[config.mk]
export PLATFORM = sky130hd
export DESIGN_NAME = key_debounce_multi
export DESIGN_NICKNAME = d
export VERILOG_FILES = /design/src/rtl/key_debounce_multi.sv
export SDC_FILE = /design/constraint.sdc
export NUM_CORES = 1
export LEC_CHECK = 0
export ABC_CLOCK_PERIOD_IN_PS = 8700
export BUFFER_PORTS_ARGS = -buffer_cell sky130_fd_sc_hd__buf_2
export CAP_MARGIN = 20
export CORE_ASPECT_RATIO = 0.6
export CORE_MARGIN = 2
export CORE_UTILIZATION = 57
export DETAILED_ROUTE_END_ITERATION = 10
export GPL_TIMING_DRIVEN = 0
export PLACE_DENSITY = 0.76
export SLEW_MARGIN = 10
export SYNTH_ARGS = -nofsm -noshare
export SYNTH_HDL_FRONTEND = slang
export SYNTH_SLANG_ARGS = --single-unit
[constraint.sdc]
create_clock -name clk -period 8.7 [get_ports clk]
set_input_delay 1.74 -clock clk [delete_from_list [all_inputs] [get_ports clk]]
set_output_delay 1.74 -clock clk [all_outputs]
set_load 0.02 [all_outputs]
[src/rtl/key_debounce_multi.sv]
// key_debounce_multi: N-channel push-button conditioner. Each channel has a
// 2-FF synchroniser, a saturating stability counter, a debounced level,
// press/release strobes and a long-press strobe driven by a per-key hold FSM.
// Optional auto-repeat while held: define KEY_DEBOUNCE_REPEAT_EN.
// All outputs are registered in the clk domain.

module key_debounce_chan #(
  parameter int DB_CYC     = 20,
  parameter int LONG_CYC   = 100,
  parameter int REP_CYC    = 50,
  parameter int ACTIVE_LOW = 1
) (
  input  logic clk,
  input  logic rst,
  input  logic key_in,
  output logic key_level,
  output logic key_pressed,
  output logic key_press,
  output logic key_release,
  output logic key_long,
  output logic key_repeat
);
  localparam int DBW  = $clog2(DB_CYC) + 1;
  localparam int HMAX = (LONG_CYC > REP_CYC) ? LONG_CYC : REP_CYC;
  localparam int HW   = $clog2(HMAX) + 1;
  localparam logic IDLE_LVL = (ACTIVE_LOW != 0);
  localparam logic [DBW-1:0] DB_MAX   = DBW'(DB_CYC);
  localparam logic [HW-1:0]  LONG_MAX = HW'(LONG_CYC);
`ifdef KEY_DEBOUNCE_REPEAT_EN
  localparam logic [HW-1:0]  REP_MAX  = HW'(REP_CYC);
`endif

  typedef enum logic [1:0] {S_IDLE, S_HELD, S_LONG, S_REPEAT} state_e;

  logic           sync1_q, sync1_d, sync2_q, sync2_d;
  logic [DBW-1:0] cnt_q, cnt_d;
  logic           level_q, level_d, pressed_q, pressed_d, pdly_q, pdly_d;
  logic           press_q, press_d, release_q, release_d;
  state_e         state_q, state_d;
  logic [HW-1:0]  hcnt_q, hcnt_d, hinc;
  logic           long_q, long_d;

  assign hinc = hcnt_q + HW'(1);

  // Synchroniser, stability counter, level acceptance and edge strobes.
  always_comb begin
    sync1_d = key_in;
    sync2_d = sync1_q;
    if (sync1_q != sync2_q)  cnt_d = '0;
    else if (cnt_q == DB_MAX) cnt_d = cnt_q;
    else                      cnt_d = cnt_q + DBW'(1);
    level_d = level_q;
    if (cnt_q == DB_MAX && sync2_q != level_q) level_d = sync2_q;
    // pressed tracks the new level in the same cycle it is accepted
    pressed_d = level_d ^ IDLE_LVL;
    pdly_d    = pressed_q;
    press_d   = pressed_q & ~pdly_q;
    release_d = ~pressed_q & pdly_q;
  end

  // Debounce-path registers; reset puts everything at the idle level.
  always_ff @(posedge clk or posedge rst) begin
    if (rst) begin
      sync1_q   <= IDLE_LVL;
      sync2_q   <= IDLE_LVL;
      cnt_q     <= '0;
      level_q   <= IDLE_LVL;
      pressed_q <= 1'b0;
      pdly_q    <= 1'b0;
      press_q   <= 1'b0;
      release_q <= 1'b0;
    end else begin
      sync1_q   <= sync1_d;
      sync2_q   <= sync2_d;
      cnt_q     <= cnt_d;
      level_q   <= level_d;
      pressed_q <= pressed_d;
      pdly_q    <= pdly_d;
      press_q   <= press_d;
      release_q <= release_d;
    end
  end

  // Hold FSM next state; release wins over everything and clears the counter.
  always_comb begin
    state_d = state_q;
    hcnt_d  = hcnt_q;
    if (release_q) begin
      state_d = S_IDLE;
      hcnt_d  = '0;
    end else begin
      case (state_q)
        S_IDLE: if (press_q) begin
          state_d = S_HELD;
          hcnt_d  = '0;
        end
        S_HELD: if (hinc == LONG_MAX) begin
          state_d = S_LONG;
          hcnt_d  = '0;
        end else begin
          hcnt_d  = hinc;
        end
`ifdef KEY_DEBOUNCE_REPEAT_EN
        S_LONG, S_REPEAT: begin
          state_d = S_REPEAT;
          hcnt_d  = (hinc == REP_MAX) ? '0 : hinc;
        end
`else
        S_LONG: ; // parked until release
`endif
        default: state_d = S_IDLE;
      endcase
    end
  end

  // Hold FSM outputs; a strobe due in a release cycle is dropped.
  always_comb begin
    long_d = 1'b0;
    if (!release_q && state_q == S_HELD) long_d = (hinc == LONG_MAX);
  end

  // Hold FSM state register.
  always_ff @(posedge clk or posedge rst) begin
    if (rst) begin
      state_q <= S_IDLE;
      hcnt_q  <= '0;
      long_q  <= 1'b0;
    end else begin
      state_q <= state_d;
      hcnt_q  <= hcnt_d;
      long_q  <= long_d;
    end
  end

`ifdef KEY_DEBOUNCE_REPEAT_EN
  logic repeat_q, repeat_d;

  // Repeat strobe every REP_CYC cycles once the long press has fired.
  always_comb begin
    repeat_d = 1'b0;
    if (!release_q && (state_q == S_LONG || state_q == S_REPEAT))
      repeat_d = (hinc == REP_MAX);
  end

  // Repeat strobe register.
  always_ff @(posedge clk or posedge rst) begin
    if (rst) repeat_q <= 1'b0;
    else     repeat_q <= repeat_d;
  end

  assign key_repeat = repeat_q;
`else
  assign key_repeat = 1'b0;
`endif

  assign key_level   = level_q;
  assign key_pressed = pressed_q;
  assign key_press   = press_q;
  assign key_release = release_q;
  assign key_long    = long_q;
endmodule

module key_debounce_multi #(
  parameter int NUM_KEYS     = 4,
  parameter int CLK_FREQ_KHZ = 100000,
  parameter int DEBOUNCE_MS  = 20,
  parameter int LONG_MS      = 1000,
  parameter int REPEAT_MS    = 200,
  parameter int ACTIVE_LOW   = 1
) (
  input  logic                clk,
  input  logic                rst,
  input  logic [NUM_KEYS-1:0] key_in,
  output logic [NUM_KEYS-1:0] key_level,
  output logic [NUM_KEYS-1:0] key_pressed,
  output logic [NUM_KEYS-1:0] key_press,
  output logic [NUM_KEYS-1:0] key_release,
  output logic [NUM_KEYS-1:0] key_long,
  output logic [NUM_KEYS-1:0] key_repeat
);
  localparam int DB_CYC   = DEBOUNCE_MS * CLK_FREQ_KHZ;
  localparam int LONG_CYC = LONG_MS * CLK_FREQ_KHZ;
  localparam int REP_CYC  = REPEAT_MS * CLK_FREQ_KHZ;

  // One fully independent channel per key.
  key_debounce_chan #(
    .DB_CYC(DB_CYC), .LONG_CYC(LONG_CYC), .REP_CYC(REP_CYC), .ACTIVE_LOW(ACTIVE_LOW)
  ) u_chan [NUM_KEYS-1:0] (
    .clk        (clk),
    .rst        (rst),
    .key_in     (key_in),
    .key_level  (key_level),
    .key_pressed(key_pressed),
    .key_press  (key_press),
    .key_release(key_release),
    .key_long   (key_long),
    .key_repeat (key_repeat)
  );
endmodule

==> impl_metrics.py <==
metrics = {
    "clock_tree": {
        "cts-root-buf": "clkbuf_16",
        "htree_levels": 1,
        "tritoncts": "yes",
        "cts_sinks": 240,
        "clk_latency_ns": 0.54,
        "cts_buffer_depth": 3,
        "clkTransAtPathRegs_ns": 0.06,
        "cts_buffers": 24,
        "postCtsSetupBuffers": 0,
        "holdBufCountCts": 0,
        "cts_resized": 0,
    },
    "outcome": {
        "outcome": "completed",
    },
    "finish": {
        "top_register": "u_chan.hcnt_q",
        "diodes": 0,
        "final_nets": 1687,
        "drive_gt1_frac": 0.1004,
        "largest_reg_flops": 112,
        "top_regs": "u_chan.hcnt_q x112, u_chan.cnt_q x88, u_chan.state_q x8",
        "area.growth.synth_to_final_pct": 9.839,
        "utilization": 0.6378,
        "final_cell_count_no_fill": 2005,
        "n_fill_cell": 2054,
    },
    "timing": {
        "rsz0062_at_grt": "no",
        "final_max_slew_viol_count": 0,
        "whs_ns": 0.3767,
        "setup_viol": 0,
        "worst_pin_slew_ns": 1.037,
        "hold_viol": 0,
        "fmax_mhz": 257.4,
        "timing.setup.tns_ns": 0,
        "fin_skew_ns": 0.01082,
        "max-slew-margin-rel": 0.3025,
        "fin_crit_sh": 0.4466,
        "min_period_ns": 3.885,
    },
    "setup_path": {
        "cp.required_ns": 9.12,
        "r2r_slack_ns": 4.82,
        "timing.rr.end": "u_chan[0].hcnt_q[8]$_DFFE_PP0P_",
        "r2r-start": "u_chan[0].hcnt_q[0]$_DFFE_PP0P_",
        "crit_type": "reg -> reg",
        "worstSetupEndpointType": "register",
        "crit_end": "u_chan[0].hcnt_q[8]$_DFFE_PP0P_",
        "critPathLaunch": "u_chan[0].hcnt_q[0]$_DFFE_PP0P_",
        "start_kind": "register",
        "crit_arrival_ns": 4.30,
        "ff2ff_path_depth": 12,
        "critPathMaxFanout": 10,
    },
    "placed_design": {
        "port_buffers": 25,
        "dp_cells": 1961,
        "place_congestion": 0.9239,
        "dp_hpwl_um": 23230,
    },
    "power_and_ir_drop": {
        "irDropWorstVdd_v": 0.0001484,
        "p_leak_nw": 6.398,
        "power_density_mw_per_mm2": 145.8,
        "finalPower_mw": 2.253,
    },
    "logic_synthesis": {
        "synthCells": 1609,
        "synth_area_sq_mm": 0.01406,
        "synth_edf_count": 0,
        "post_synth_num_cell_types": 83,
        "async_flop_share": 1.000,
        "netlist_top_cells_count": "dfrtp_1 (228), nand2_1 (180), nor2_1 (151), nand3_1 (146), xor2_1 (63)",
        "synth_area_leaders": "dfrtp_1 (41%), nand3_1 (5.2%), nand2_1 (4.8%)",
        "ys.flop_type": "dfrtp_1",
        "synth_area_per_cell_sq_um": 8.741,
        "ys_warn_count": 0,
        "seq_area_frac_synth": 0.4281,
        "synth_top_area_share": 0.4057,
        "synth_area_leader_cell": "dfrtp_1",
        "synth.most_common_cell": "dfrtp_1",
        "ys_ff_latch": 240,
    },
    "drt": {
        "drtAntennaViolNets": 0,
        "drtIter0Drc": 1206,
        "num_vias": 12350,
        "first_pass_iters": 6,
        "routed_wl_um": 33700,
        "avgViaCountPerCell": 6.159,
        "wl_per_cell_um": 16.81,
        "drc": 0,
    },
    "global_route": {
        "grt-ovfl-total": 0,
        "grt_pass1_wl_um": 56370,
        "antenna_found_initial": 0,
        "track_usage": 0.2647,
        "grt_pass1_vias": 11060,
        "grt_max_degree": 123,
    },
    "die": {
        "die_x_um": 206.8,
        "io_pins": 30,
        "num_rows": 44,
        "initial_core_util": 0.5806,
        "die_height_um": 125.7,
        "dieArea_sq_mm": 0.02599,
        "core_area_sq_mm": 0.02422,
    },
    "run": {
        "max_cap_viol_count": 0,
    },
    "min_path": {
        "hold_class": "reg -> reg",
    },
}
## worst max-delay path, cell delays in order, from the launching register on
cell,delay [ns]
dfrtp_1,0.51
ha_1,0.19
clkbuf_1,0.36
nand3_1,0.20
or3_1,0.36
clkbuf_1,0.17
mux2i_1,0.14
o32ai_1,0.41
o31ai_1,0.25
o31ai_2,0.45
buf_2,0.36
nor2_1,0.08
a221o_1,0.26
## logic make-up (layout without fill, tap and decap cells)
group,count (synthesis),count (layout),share of synthesized area
xor+xnor,106,106,0.06601
simple gates,821,821,0.3053
buf+inv,154,225,0.05195
flops,240,240,0.4281
compound gates,251,251,0.1198
fa+ha+maj,16,16,0.01423
mux,20,20,0.01432
other cells,1,4,0.0002666
## cells in the final DEF, fill, tap and decap left out, types with 21 or more instances in the layout
cell	synthesis	routed
nor3_1	45	45
nand4_1	55	55
buf_4	30	30
xor2_1	63	63
and3_1	38	38
clkbuf_1	54	62
nand3_1	146	146
nor4_1	32	32
a31oi_1	21	21
nand2_1	180	180
or3_1	48	48
xnor2_1	43	43
a21oi_1	53	53
clkbuf_16	0	24
buf_2	29	54
dfrtp_1	228	228
inv_1	37	36
nor2_1	151	151
o21ai_0	62	62
## per-stage QoR
stage               setup WS [ns]  instance area, sq um
finish                      4.815                 15450
floorplan                  0.3918                 14080
global placement           -2.408                 14600
detailed placement          5.063                 14670
CTS                         5.020                 15450
global route                4.637                 15450
## power breakdown
| group | switching (mW) | internal, mW | total (mW) |
|---|---|---|---|
| Combinational | 0.0559 | 0.0238 | 0.0797 |
| Sequential | 0.0115 | 1.13 | 1.14 |
| Clock | 0.440 | 0.593 | 1.03 |
## worst min path at each step
stage,start,endpoint,depth (start not counted)
floorplan,u_chan[0].sync1_q$_DFF_PP1_,u_chan[0].sync2_q$_DFF_PP1_,0
global placement,u_chan[2].sync1_q$_DFF_PP1_,u_chan[2].sync2_q$_DFF_PP1_,0
detailed placement,u_chan[1].sync1_q$_DFF_PP1_,u_chan[1].sync2_q$_DFF_PP1_,0
CTS,u_chan[2].sync1_q$_DFF_PP1_,u_chan[2].sync2_q$_DFF_PP1_,0
global route,u_chan[2].sync1_q$_DFF_PP1_,u_chan[2].sync2_q$_DFF_PP1_,0
finish,u_chan[2].sync1_q$_DFF_PP1_,u_chan[2].sync2_q$_DFF_PP1_,0
## routing by layer
metal / share of wire / global-route usage / vias to the layer above / routed length, um
met4: 0.017 / 0.05382 / 0 / 570
met3: 0.087 / 0.05357 / 48 / 2927
li1: - / - / 5912 / -
met1: 0.50 / 0.4396 / 5939 / 16770
met2: 0.40 / 0.3510 / 449 / 13440
met5: 0 / 0 / - / 0
## area by class of cell
cell class	instances	area [sq um]	share of cell area
Buffer	117	591.8	0.03831
Clock buffer	38	713.2	0.04616
Clock inverter	6	68.82	0.004455
Inverter	37	146.4	0.009476
Multi-Input combinational cell	1218	7325	0.4741
Sequential cell	240	6021	0.3897
Tap cell	322	402.9	0.02608
Timing Repair Buffer	27	180.2	0.01166
(Power assumes the default switching activity.)
